<file path="config.mk">
export PLATFORM = sky130hd
export DESIGN_NAME = timing_ctrl
export DESIGN_NICKNAME = d
export VERILOG_FILES = /design/src/rtl/timing_ctrl_pkg.sv /design/src/rtl/timing_ctrl_reg.sv /design/src/rtl/timing_ctrl.sv
export SDC_FILE = /design/constraint.sdc
export NUM_CORES = 1
export LEC_CHECK = 0
export CELL_PAD_IN_SITES_DETAIL_PLACEMENT = 1
export CELL_PAD_IN_SITES_GLOBAL_PLACEMENT = 1
export CORE_UTILIZATION = 34
export CTS_CLUSTER_SIZE = 28
export DETAILED_ROUTE_END_ITERATION = 10
export PLACE_DENSITY_LB_ADDON = 0.1
export SETUP_SLACK_MARGIN = 0.2
export SLEW_MARGIN = 0
export SYNTH_ARGS = -nofsm -noshare
export SYNTH_HDL_FRONTEND = slang
export SYNTH_SLANG_ARGS = --single-unit
</file>
<file path="constraint.sdc">
create_clock -name clk -period 2.66 [get_ports clk]
set_input_delay 0.665 -clock clk [delete_from_list [all_inputs] [get_ports clk]]
set_output_delay 0.665 -clock clk [all_outputs]
set_load 0.02 [all_outputs]
</file>
<file path="src/rtl/timing_ctrl_pkg.sv">
// Shared encodings for the instruction timing controller: FSM state codes,
// common-bus source selects and the I/O opcode.
package timing_ctrl_pkg;

    typedef enum logic [2:0] {
        S_IDLE = 3'd0,
        S_T0   = 3'd1,
        S_T1   = 3'd2,
        S_T2   = 3'd3,
        S_T3   = 3'd4,
        S_EXEC = 3'd5,
        S_HALT = 3'd6
    } state_t;

    localparam logic [2:0] BUS_NONE = 3'd0;
    localparam logic [2:0] BUS_AR   = 3'd1;
    localparam logic [2:0] BUS_PC   = 3'd2;
    localparam logic [2:0] BUS_DR   = 3'd3;
    localparam logic [2:0] BUS_AC   = 3'd4;
    localparam logic [2:0] BUS_IR   = 3'd5;
    localparam logic [2:0] BUS_TR   = 3'd6;
    localparam logic [2:0] BUS_MEM  = 3'd7;

    localparam logic [2:0] OP_IO = 3'b111;

    // 3-to-8 one-hot opcode decode
    function automatic logic [7:0] onehot8(input logic [2:0] op);
        return 8'b1 << op;
    endfunction

endpackage

</file>
<file path="src/rtl/timing_ctrl_reg.sv">
// Generic register block: async active-high reset, sync clear,
// parallel load and increment (clear > load > increment).
module timing_ctrl_reg #(
    parameter int unsigned W = 16
) (
    input  logic         clk,
    input  logic         rst,
    input  logic         clr,
    input  logic         we,
    input  logic         inc,
    input  logic [W-1:0] d,
    output logic [W-1:0] q
);

    // register update; increment wraps naturally modulo 2^W
    always_ff @(posedge clk or posedge rst) begin
        if (rst) begin
            q <= '0;
        end else if (clr) begin
            q <= '0;
        end else if (we) begin
            q <= d;
        end else if (inc) begin
            q <= q + W'(1);
        end
    end

endmodule

</file>
<file path="src/rtl/timing_ctrl.sv">
// Instruction timing controller: fetch (T0-T2), optional indirect (T3),
// variable-length EXEC handshake, HALT, and a retired-instruction counter.
module timing_ctrl
    import timing_ctrl_pkg::*;
#(
    parameter int unsigned CW = 16
) (
    input  logic          clk,
    input  logic          reset,
    input  logic          start,
    input  logic          halt_req,
    input  logic [15:0]   ir,
    input  logic          exec_done,
    output logic [2:0]    bus_sel,
    output logic          ar_we,
    output logic          pc_inc,
    output logic          ir_we,
    output logic          mem_rd,
    output logic          exec_start,
    output logic [7:0]    d_op,
    output logic          i_bit,
    output logic [2:0]    t_state,
    output logic          halted,
    output logic [CW-1:0] instr_cnt
);

    state_t state;
    state_t state_next;
    logic   exec_first;
    logic   retire;
    logic   unused_ir_bits;

    assign unused_ir_bits = ^ir[11:0];

    // state register
    always_ff @(posedge clk or negedge reset) begin
        if (!reset) begin
            state <= S_IDLE;
        end else begin
            state <= state_next;
        end
    end

    // decode latch at T2 exit, and first-EXEC-cycle marker
    always_ff @(posedge clk or negedge reset) begin
        if (!reset) begin
            d_op       <= 8'h00;
            i_bit      <= 1'b0;
            exec_first <= 1'b0;
        end else begin
            if (state == S_T2) begin
                i_bit <= ir[15];
                d_op  <= onehot8(ir[14:12]);
            end
            exec_first <= (state_next == S_EXEC) && (state != S_EXEC);
        end
    end

    // next-state and Moore strobes
    always_comb begin
        state_next = state;
        bus_sel    = BUS_NONE;
        ar_we      = 1'b0;
        pc_inc     = 1'b0;
        ir_we      = 1'b0;
        mem_rd     = 1'b0;
        unique case (state)
            S_IDLE: begin
                if (start) state_next = S_T0;
            end
            S_T0: begin
                bus_sel    = BUS_PC;
                ar_we      = 1'b1;
                state_next = S_T1;
            end
            S_T1: begin
                mem_rd     = 1'b1;
                bus_sel    = BUS_MEM;
                ir_we      = 1'b1;
                pc_inc     = 1'b1;
                state_next = S_T2;
            end
            S_T2: begin
                bus_sel = BUS_IR;
                ar_we   = 1'b1;
                if (ir[15] && (ir[14:12] != OP_IO)) state_next = S_T3;
                else                                 state_next = S_EXEC;
            end
            S_T3: begin
                mem_rd     = 1'b1;
                bus_sel    = BUS_MEM;
                ar_we      = 1'b1;
                state_next = S_EXEC;
            end
            S_EXEC: begin
                if (exec_done) state_next = halt_req ? S_HALT : S_T0;
            end
            S_HALT: begin
                if (start && !halt_req) state_next = S_T0;
            end
            default: state_next = S_IDLE;
        endcase
    end

    assign retire     = (state == S_EXEC) && exec_done;
    assign exec_start = (state == S_EXEC) && exec_first;
    assign t_state    = state;
    assign halted     = (state == S_HALT);

    // clear is tied to the async reset path as well so a held reset keeps it zero
    timing_ctrl_reg #(
        .W(CW)
    ) u_instr_cnt (
        .clk (clk),
        .rst (~reset),
        .clr (~reset),
        .we  (1'b0),
        .inc (retire),
        .d   ('0),
        .q   (instr_cnt)
    );

endmodule

</file>
## Word-level counts from Yosys, hierarchy flattened

Index checks and enable logic that the tools add are counted.

- Logic and storage cells: 38
- Output and inout port bits: 37
- Bits in registers: 29

- Mux-type cells: 12
- Add/subtract/negate cells: 1
- Reductions and logical operators: 9
- Shift-type cells: 1
- Equality and inequality tests: 10

Operator list:

| kind | number |
|---|---|
| $mux W16 | 2 |
| $pmux W3 S7 | 1 |
| $add A16 B1 Y16 const B | 1 |
| $eq A3 B3 Y1 const B | 4 |
| $mux W3 | 4 |
| $pmux W3 S3 | 1 |
| $shl A1 B3 Y8 const A | 1 |
| $eq A3 B2 Y1 const B | 2 |
| $ne A3 B3 Y1 const B | 2 |
| $logic_and A1 B1 Y1 | 5 |
| $mux W1 | 4 |
| $eq A3 B1 Y1 const B | 1 |
| $logic_not A3 Y1 | 1 |
| $reduce_or A3 Y1 | 1 |
| $ne A2 B1 Y1 const B | 1 |
| $reduce_or A2 Y1 | 1 |
| $logic_not A1 Y1 | 1 |

## Longest topological paths before layout

Gate-level depths: netlist (run 1).

- Word-level depth: 6
- Depth in mapped cells: 6

## Modules after synthesis

A second synthesis (run 1) with hierarchy kept.

- Cells, all modules: 188
- Area, all modules: 1750.4 um^2

By module, submodules not included:

| module | cells an instance | seq. area each (um^2) | times used | area an instance (um^2) |
|---|---|---|---|---|
| timing_ctrl_reg | 111 | 400.4 | 1 | 1017.2 |
| timing_ctrl | 77 | 325.3 | 1 | 733.2 |

## Worst setup path before layout (run 1)

Ideal clock, no wire load.

- Kind: reg2out
- Start point: register state[2] (netlist: t_state[2])
- End point: output bus_sel[2]
- Arrival: 1730 ps
- Cell stages (with the launch flop): 5
- Data required time: 1995 ps
- Path buffers: 2
- Setup slack: 265 ps
- Cell sequence: dfrtp_1 > clkbuf_1 > nand2b_1 > o21ai_0 > buf_4

- Longest elaborated chain between the ends: 3
- Elaborated cells on any way between the ends: 6
- Classes of those cells: 4 x eq/ne; 1 x mux; 1 x reduce/logical

Ends and longest elaborated chain:

| item | line | source |
|---|---|---|
| start: declaration | timing_ctrl.sv:27 | `state_t state;` |
| start signal: assignment | timing_ctrl.sv:40 | `state <= state_next;` |
| $eq A3 B3 Y1 or $eq A3 B2 Y1 (tied branches) | timing_ctrl.sv:67 | `unique case (state)` |
| $reduce_or A2 Y1 (no source line) | n/a |  |
| $pmux W3 S3 (*) | timing_ctrl.sv:67 |  |
| end: declaration | timing_ctrl.sv:14 | `output logic [2:0] bus_sel,` |

Every way passes the cells marked *; elsewhere a longest branch is shown, timed or not.

## Worst setup path in the final report (run 1)

- Start point: register state[2] (netlist: t_state[2])
- End point: output halted

- Longest elaborated chain between the ends: 1

Ends and longest elaborated chain:

| item | line | source |
|---|---|---|
| $eq A3 B3 Y1 | timing_ctrl.sv:108 | `assign halted = (state == S_HALT);` |
| end: declaration | timing_ctrl.sv:23 | `output logic halted,` |

Every way passes these cells.

==> flow_summary.yaml, run 1 <==
floorplan:
  start_util: 0.364
  die_h_um: 68.6
  core_sq_mm: 0.00414
  num_rows: 23
  die_w_um: 68.6
  dieArea_sq_mm: 0.00471
  ioPinCount: 58
setup_path:
  endpoint_kind: "primary output"
  worstRegToRegCells: 4
  cp_slowest_cell: "clkdlybuf4s50_1"
  worstSetupStartpointType: "flip-flop"
  reg2reg_from: "t_state[0]"
  max_stage_delay_ns: 0.61
  r2r_end: "u_instr_cnt.q[8]"
  arrival_ns: 1.69
  cp_top_family: "buffers and inverters"
  critical_path_required_ns: 2.00
  critical_path.max_fanout: 9
  crit_buf_inv: 2
  regToRegSetupSlack_ns: 0.71
  path_cells: "buf_4, nand2_1, nor2_1, clkdlybuf4s50_1"
  crit_start: "t_state[2]"
  crit_type: "reg2out"
routing:
  antenna_left: 0
  drc: 0
  routedWlPerCell_um: 15.0
  via_per_inst: 5.35
  drt_first_pass_iters: 4
  vias: 1375
  finalWirelength_um: 3860
  drtIter0Drc: 70
synthesis:
  synth_cells: 162
  synth-edff-count: 0
  ys_warn_count: 0
  syn-num-nets: 184
  synth-main-ff-cell: "dfrtp_1"
  async_flop_share: 1.00
  synth_top_cell_by_area: "dfrtp_1"
  netlist_area_sq_mm: 0.00151
  synth_top_cell_area_share: 0.481
  yosysMostFrequentCell: "dfrtp_1"
  synth_common_cells: "29 x dfrtp_1, 20 x nand2_1, 14 x nor2_1, 12 x o21ai_0, 11 x a21oi_1"
  ys_seq_elements: 29
  synthTopCellsByArea: "dfrtp_1 48%, nand2_1 5.0%, o21ai_0 4.0%, a21oi_1 3.6%, nor2_1 3.5%"
  yosysSeqAreaShare: 0.481
  ys_types: 39
  avgSynthCellArea_sq_um: 9.31
clock_tree:
  root_buffer: "clkbuf_8"
  cts_buffer_depth: 2
  clk_pin_slew_ns: 0.06
  cts_hold_buffers: 0
  post_cts.repair.setup_buffers: 0
  numClockSinks: 29
  htreeDepth: 2
  cts_tree: "done"
  cts_inserted_buffers: 5
  insertion_delay_ns: 0.28
final_layout:
  fillers: 487
  n_antenna_cell: 0
  regArea_sq_um: 728
  final_util: 0.500
  syn_to_final_growth_pct: 37.4
  drive_gt1_frac: 0.0918
  multi_input_area_sq_um: 703
  final_cells: 257
  finish.net_count: 228
timing:
  finalClockSkew_ns: 0.00555
  slew-limit-headroom: 0.579
  finalSetupTns_ns: 0
  period_share: 0.887
  max_freq_mhz: 424
  tightest_slew_ns: 0.630
  hold_viol: 0
  rsz0062_at_grt: "false"
  fin_crit_ns: 2.36
  maxSlewViolCount: 0
  setup_violations: 0
  whs_ns: 0.478
  setup_ws_ns: 0.302
placed_design:
  dp_slack_ns: 0.0512
  io_buffer_count: 45
  gp_congestion: 0.755
  dp.final_hpwl_um: 2730
  dpl.cell_count: 249
min_path:
  hold_end: "d_op[7]"
  worstHoldPathCells: 2
  hp-start: "d_op[7]"
  hold_path.class: "reg2reg"
run_status:
  status: "complete, no violations"
global_routing:
  grtUsageTotal: 0.189
  grt_pass1_vias: 1359
  grt_max_degree: 34
  grt_overflow: 0
  grt_pass1_wl_um: 6420
  antenna_found_initial: 0
pwr:
  worst_ir_drop_vdd_mv: 0.557
  leakage_uw: 0.000900
  powerDensity_mw_per_mm2: 882
run:
  max_cap_violations: 0
==> cells in the final DEF, fill, tap and decap left out, types with 2 or more instances in the layout <==
master,instances
a21oi_1,11
buf_4,2
clkbuf_8,5
clkdlybuf4s50_1,37
clkinv_2,2
dfrtp_1,27
dfrtp_2,2
dlygate4sd2_1,5
dlymetal6s2s_1,3
inv_1,8
nand2_1,20
nand2b_1,3
nand3_1,6
nand4_1,3
nor2_1,14
nor4_1,2
o21a_1,2
o21ai_0,12
o22ai_1,2
o31ai_1,3
o41ai_1,5
or3_1,3
or4_1,3
xnor2_1,5
xor2_1,3
==> routing by layer <==
layer,share of wire,global-route usage,up-vias,routed length (um)
met5,0,0,-,0
met4,0.015,0.0859,0,57
met3,0.049,0.0526,5,190
met2,0.50,0.304,36,1920
met1,0.44,0.233,676,1690
li1,-,-,658,-
==> logic make-up after synthesis <==
logic type,count (synthesis),synth area share
xor gates and xnor gates,8,0.0464
AOI/OAI and AO/OA,38,0.156
buffers and inverters,18,0.0539
DFF,29,0.481
muxes,2,0.0141
and+or+nand+nor,66,0.240
adders and majority gates,1,0.00829
==> final cells by class <==
class,instances,area share
Inverter,8,0.0145
Sequential cell,29,0.351
Clock inverter,2,0.00483
Tap cell,50,0.0302
Timing Repair Buffer,47,0.225
Clock buffer,6,0.0350
Multi-Input combinational cell,115,0.339
==> state kept, by name, indices dropped and copies added (netlist names) <==
| name | count |
|---|---|
| u_instr_cnt.q | 16 |
| exec_first | 1 |
| t_state | 3 |
| d_op | 8 |
| i_bit | 1 |
==> worst max-delay path by stage <==
stage                        endpoint  slack [ns]  depth (start not counted)
floorplan                  bus_sel[2]        0.27                          4
global placement    u_instr_cnt.q[13]        0.14                          5
detailed placement   u_instr_cnt.q[8]        0.05                          5
CTS                             ir_we        0.22                          3
global route                   halted        0.21                          4
finish                         halted        0.30                          4
==> where the power goes <==
| part | total (uW) | internal [uW] | switching, uW |
|---|---|---|---|
| Sequential | 646 | 537 | 109 |
| Combinational | 839 | 374 | 465 |
| Clock | 343 | 181 | 163 |
==> tightest hold or removal path, cell delays in order, from the launching register on <==
cell and delay (ns):
dfrtp_1 0.34, nand2_1 0.05, o21ai_0 0.06
==> through the flow <==
stage          cell area (sq um)  power (uW)
3_3_place_gp                1990        1510
4_1_cts                     2060        1850
6_report                    2070        1830
3_5_place_dp                1990        1540
5_1_grt                     2070        1950
2_1_floorplan               1510        1150
==> what timing repair did <==
action	CTS	global route
setup endpoints to repair	8	5
cloned	0	0
endpoints found under the hold margin	0	0
gates resized for setup	7	4
Note: power is estimated with default switching activity, not from simulation.
==> inputs of run 2 (changes only) <==
==> constraint.sdc (replaced) <==
create_clock -name clk -period 2.66 [get_ports clk]
set_input_delay 0.665 -clock clk [delete_from_list [all_inputs] [get_ports clk]]
set_output_delay 0.665 -clock clk [all_outputs]
set_load 0.01 [all_outputs]
==> run 2 against run 1 <==
  * First-iteration DRC count shrank 2.9%
  * Critical endpoint is now bus_sel[1]
  * Highest routed layer unchanged
  * Cell count rose by 1.2%
  * Register-to-register slack got worse by 0.03 ns
==> flow_summary.yaml, run 2 (synthesis gave the netlist of run 1 again) <==
run_status:
  status: "complete, no violations"
global_routing:
  use_met1: 0.223
  met2_usage: 0.319
  grt_pass1_vias: 1369
  grt_max_degree: 34
  grt_pass1_wl_um: 6430
  top_usage_layer: "met2"
  use_met3: 0.0576
  grtUsageTotal: 0.188
  grt_overflow: 0
  antenna_found_initial: 0
routing:
  antenna_left: 0
  drtIter0Drc: 68
  routedWlPerCell_um: 15.1
  vias: 1384
  via_per_inst: 5.32
  finalWirelength_um: 3920
  drt_first_pass_iters: 4
  drc: 0
pwr:
  total_power_uw: 1860
  powerDensity_mw_per_mm2: 871
  p_comb_frac: 0.437
  p_clk_frac: 0.215
  p_int_uw: 1230
  p_seq_frac: 0.348
  switchingPower_uw: 630
  leakage_uw: 0.000892
  switching_share: 0.339
  worst_ir_drop_vdd_mv: 0.485
setup_path:
  crit_buf_inv: 2
  cp_slowest_cell: "clkdlybuf4s50_1"
  reg2reg_from: "t_state[1]"
  path_cells: "buf_12, xnor2_1, a21oi_1, clkdlybuf4s50_1"
  critical_path.max_fanout: 7
  crit_path_end: "bus_sel[1]"
  r2r_end: "u_instr_cnt.q[13]"
  endpoint_kind: "primary output"
  cp.depth: 4
  worstRegToRegCells: 5
  arrival_ns: 1.70
  cp_top_family: "buffers and inverters"
  max_stage_delay_ns: 0.55
  worstSetupStartpointType: "flip-flop"
  crit_start: "t_state[2]"
  regToRegSetupSlack_ns: 0.68
  crit_type: "reg2out"
  critical_path_required_ns: 2.00
timing:
  hold_viol: 0
  period_share: 0.891
  fin_crit_ns: 2.37
  tightest_slew_ns: 0.636
  finalSetupTns_ns: 0
  max_freq_mhz: 422
  setup_ws_ns: 0.290
  maxSlewViolCount: 0
  rsz0062_at_grt: "false"
  finalClockSkew_ns: 0.00291
  slew-limit-headroom: 0.575
  setup_violations: 0
placed_design:
  gp_congestion: 0.752
  dpl_cell_area_sq_mm: 0.00198
  dp_slack_ns: 0.0301
  dp.final_hpwl_um: 2640
  io_buffer_count: 45
  dpl.cell_count: 248
floorplan:
  die_w_um: 68.6
  start_util: 0.364
  core_sq_mm: 0.00414
  die_h_um: 68.6
  num_rows: 23
  dieArea_sq_mm: 0.00471
  ioPinCount: 58
min_path:
  hold_path.class: "reg2reg"
clock_tree:
  clk_pin_slew_ns: 0.06
  cts_inserted_buffers: 5
  numClockSinks: 29
  cts_buffer_depth: 2
  cts_tree: "done"
  root_buffer: "clkbuf_8"
  htreeDepth: 2
  insertion_delay_ns: 0.28
final_layout:
  top_register: "u_instr_cnt.q"
  fin_area_sq_mm: 0.00214
  final_cells: 260
  multi_input_area_sq_um: 708
  fillers: 482
  drive_gt1_frac: 0.124
  mostFrequentLayoutCell: "clkdlybuf4s50_1"
  syn_to_final_growth_pct: 41.6
  layout_common_cells: "43 x clkdlybuf4s50_1, 26 x dfrtp_1, 20 x nand2_1"
  regArea_sq_um: 729
  largest_reg_flops: 16
  n_antenna_cell: 0
  finish.net_count: 231
run:
  max_cap_violations: 0
-- run 2: cell types whose count changed in the layout (fill, tap and decap cells not counted), sizes merged --
cell / change
clkbuf: +1
buf: +3
clkinv: -1
clkdlybuf4s50: +6
dlygate4sd2: -5
dlymetal6s2s: -1
-- run 2: power groups by stage --
stage	clock [uW]	sequential, uW	combinational [uW]
detailed placement	0	667	730
finish	400	648	813
global route	435	667	881
floorplan	0	630	397
global placement	0	656	714
CTS	414	669	745
-- run 2: final cells by class --
| cell class | instances | share of cell area |
|---|---|---|
| Clock buffer | 7 | 0.0451 |
| Sequential cell | 29 | 0.341 |
| Multi-Input combinational cell | 115 | 0.331 |
| Tap cell | 50 | 0.0293 |
| Clock inverter | 1 | 0.00234 |
| Inverter | 8 | 0.0141 |
| Timing Repair Buffer | 50 | 0.237 |
-- run 2: repair_timing --
item	4_1_cts	5_1_grt
resized for setup	6	3
hold buffers	0	0
buffers inserted	0	4
endpoints found under the setup margin	8	6
cloned	0	0
-- run 2: through the flow --
step,hold WS [ns],util
finish,0.480,0.516
global route,0.520,0.516
CTS,0.486,0.504
detailed placement,0.469,0.477
global placement,0.458,0.477
floorplan,0.369,-
-- run 2: worst min-delay path by stage --
stage	depth (start not counted)	slack (ns)	start	end
after global routing	2	0.52	d_op[5]	d_op[5]
after detailed placement	2	0.47	d_op[4]	d_op[4]
after global placement	2	0.46	d_op[5]	d_op[5]
final	2	0.48	d_op[5]	d_op[5]
after floorplan	0	0.37	reset	d_op[0]
after CTS	2	0.49	d_op[4]	d_op[4]
-- run 2: worst reg2reg max path, cell delays in order (launching register included) --
cell and delay [ns]:
dfrtp_2 0.44, buf_4 0.17, and4b_2 0.38, nand3_2 0.19
or4_1 0.55, a21oi_1 0.17
-- run 2: per-layer routing --
metal / vias to the layer above / share of wire
met3: 5 / 0.062
li1: 666 / -
met4: 0 / 0.010
met2: 51 / 0.50
met1: 662 / 0.42
met5: - / 0
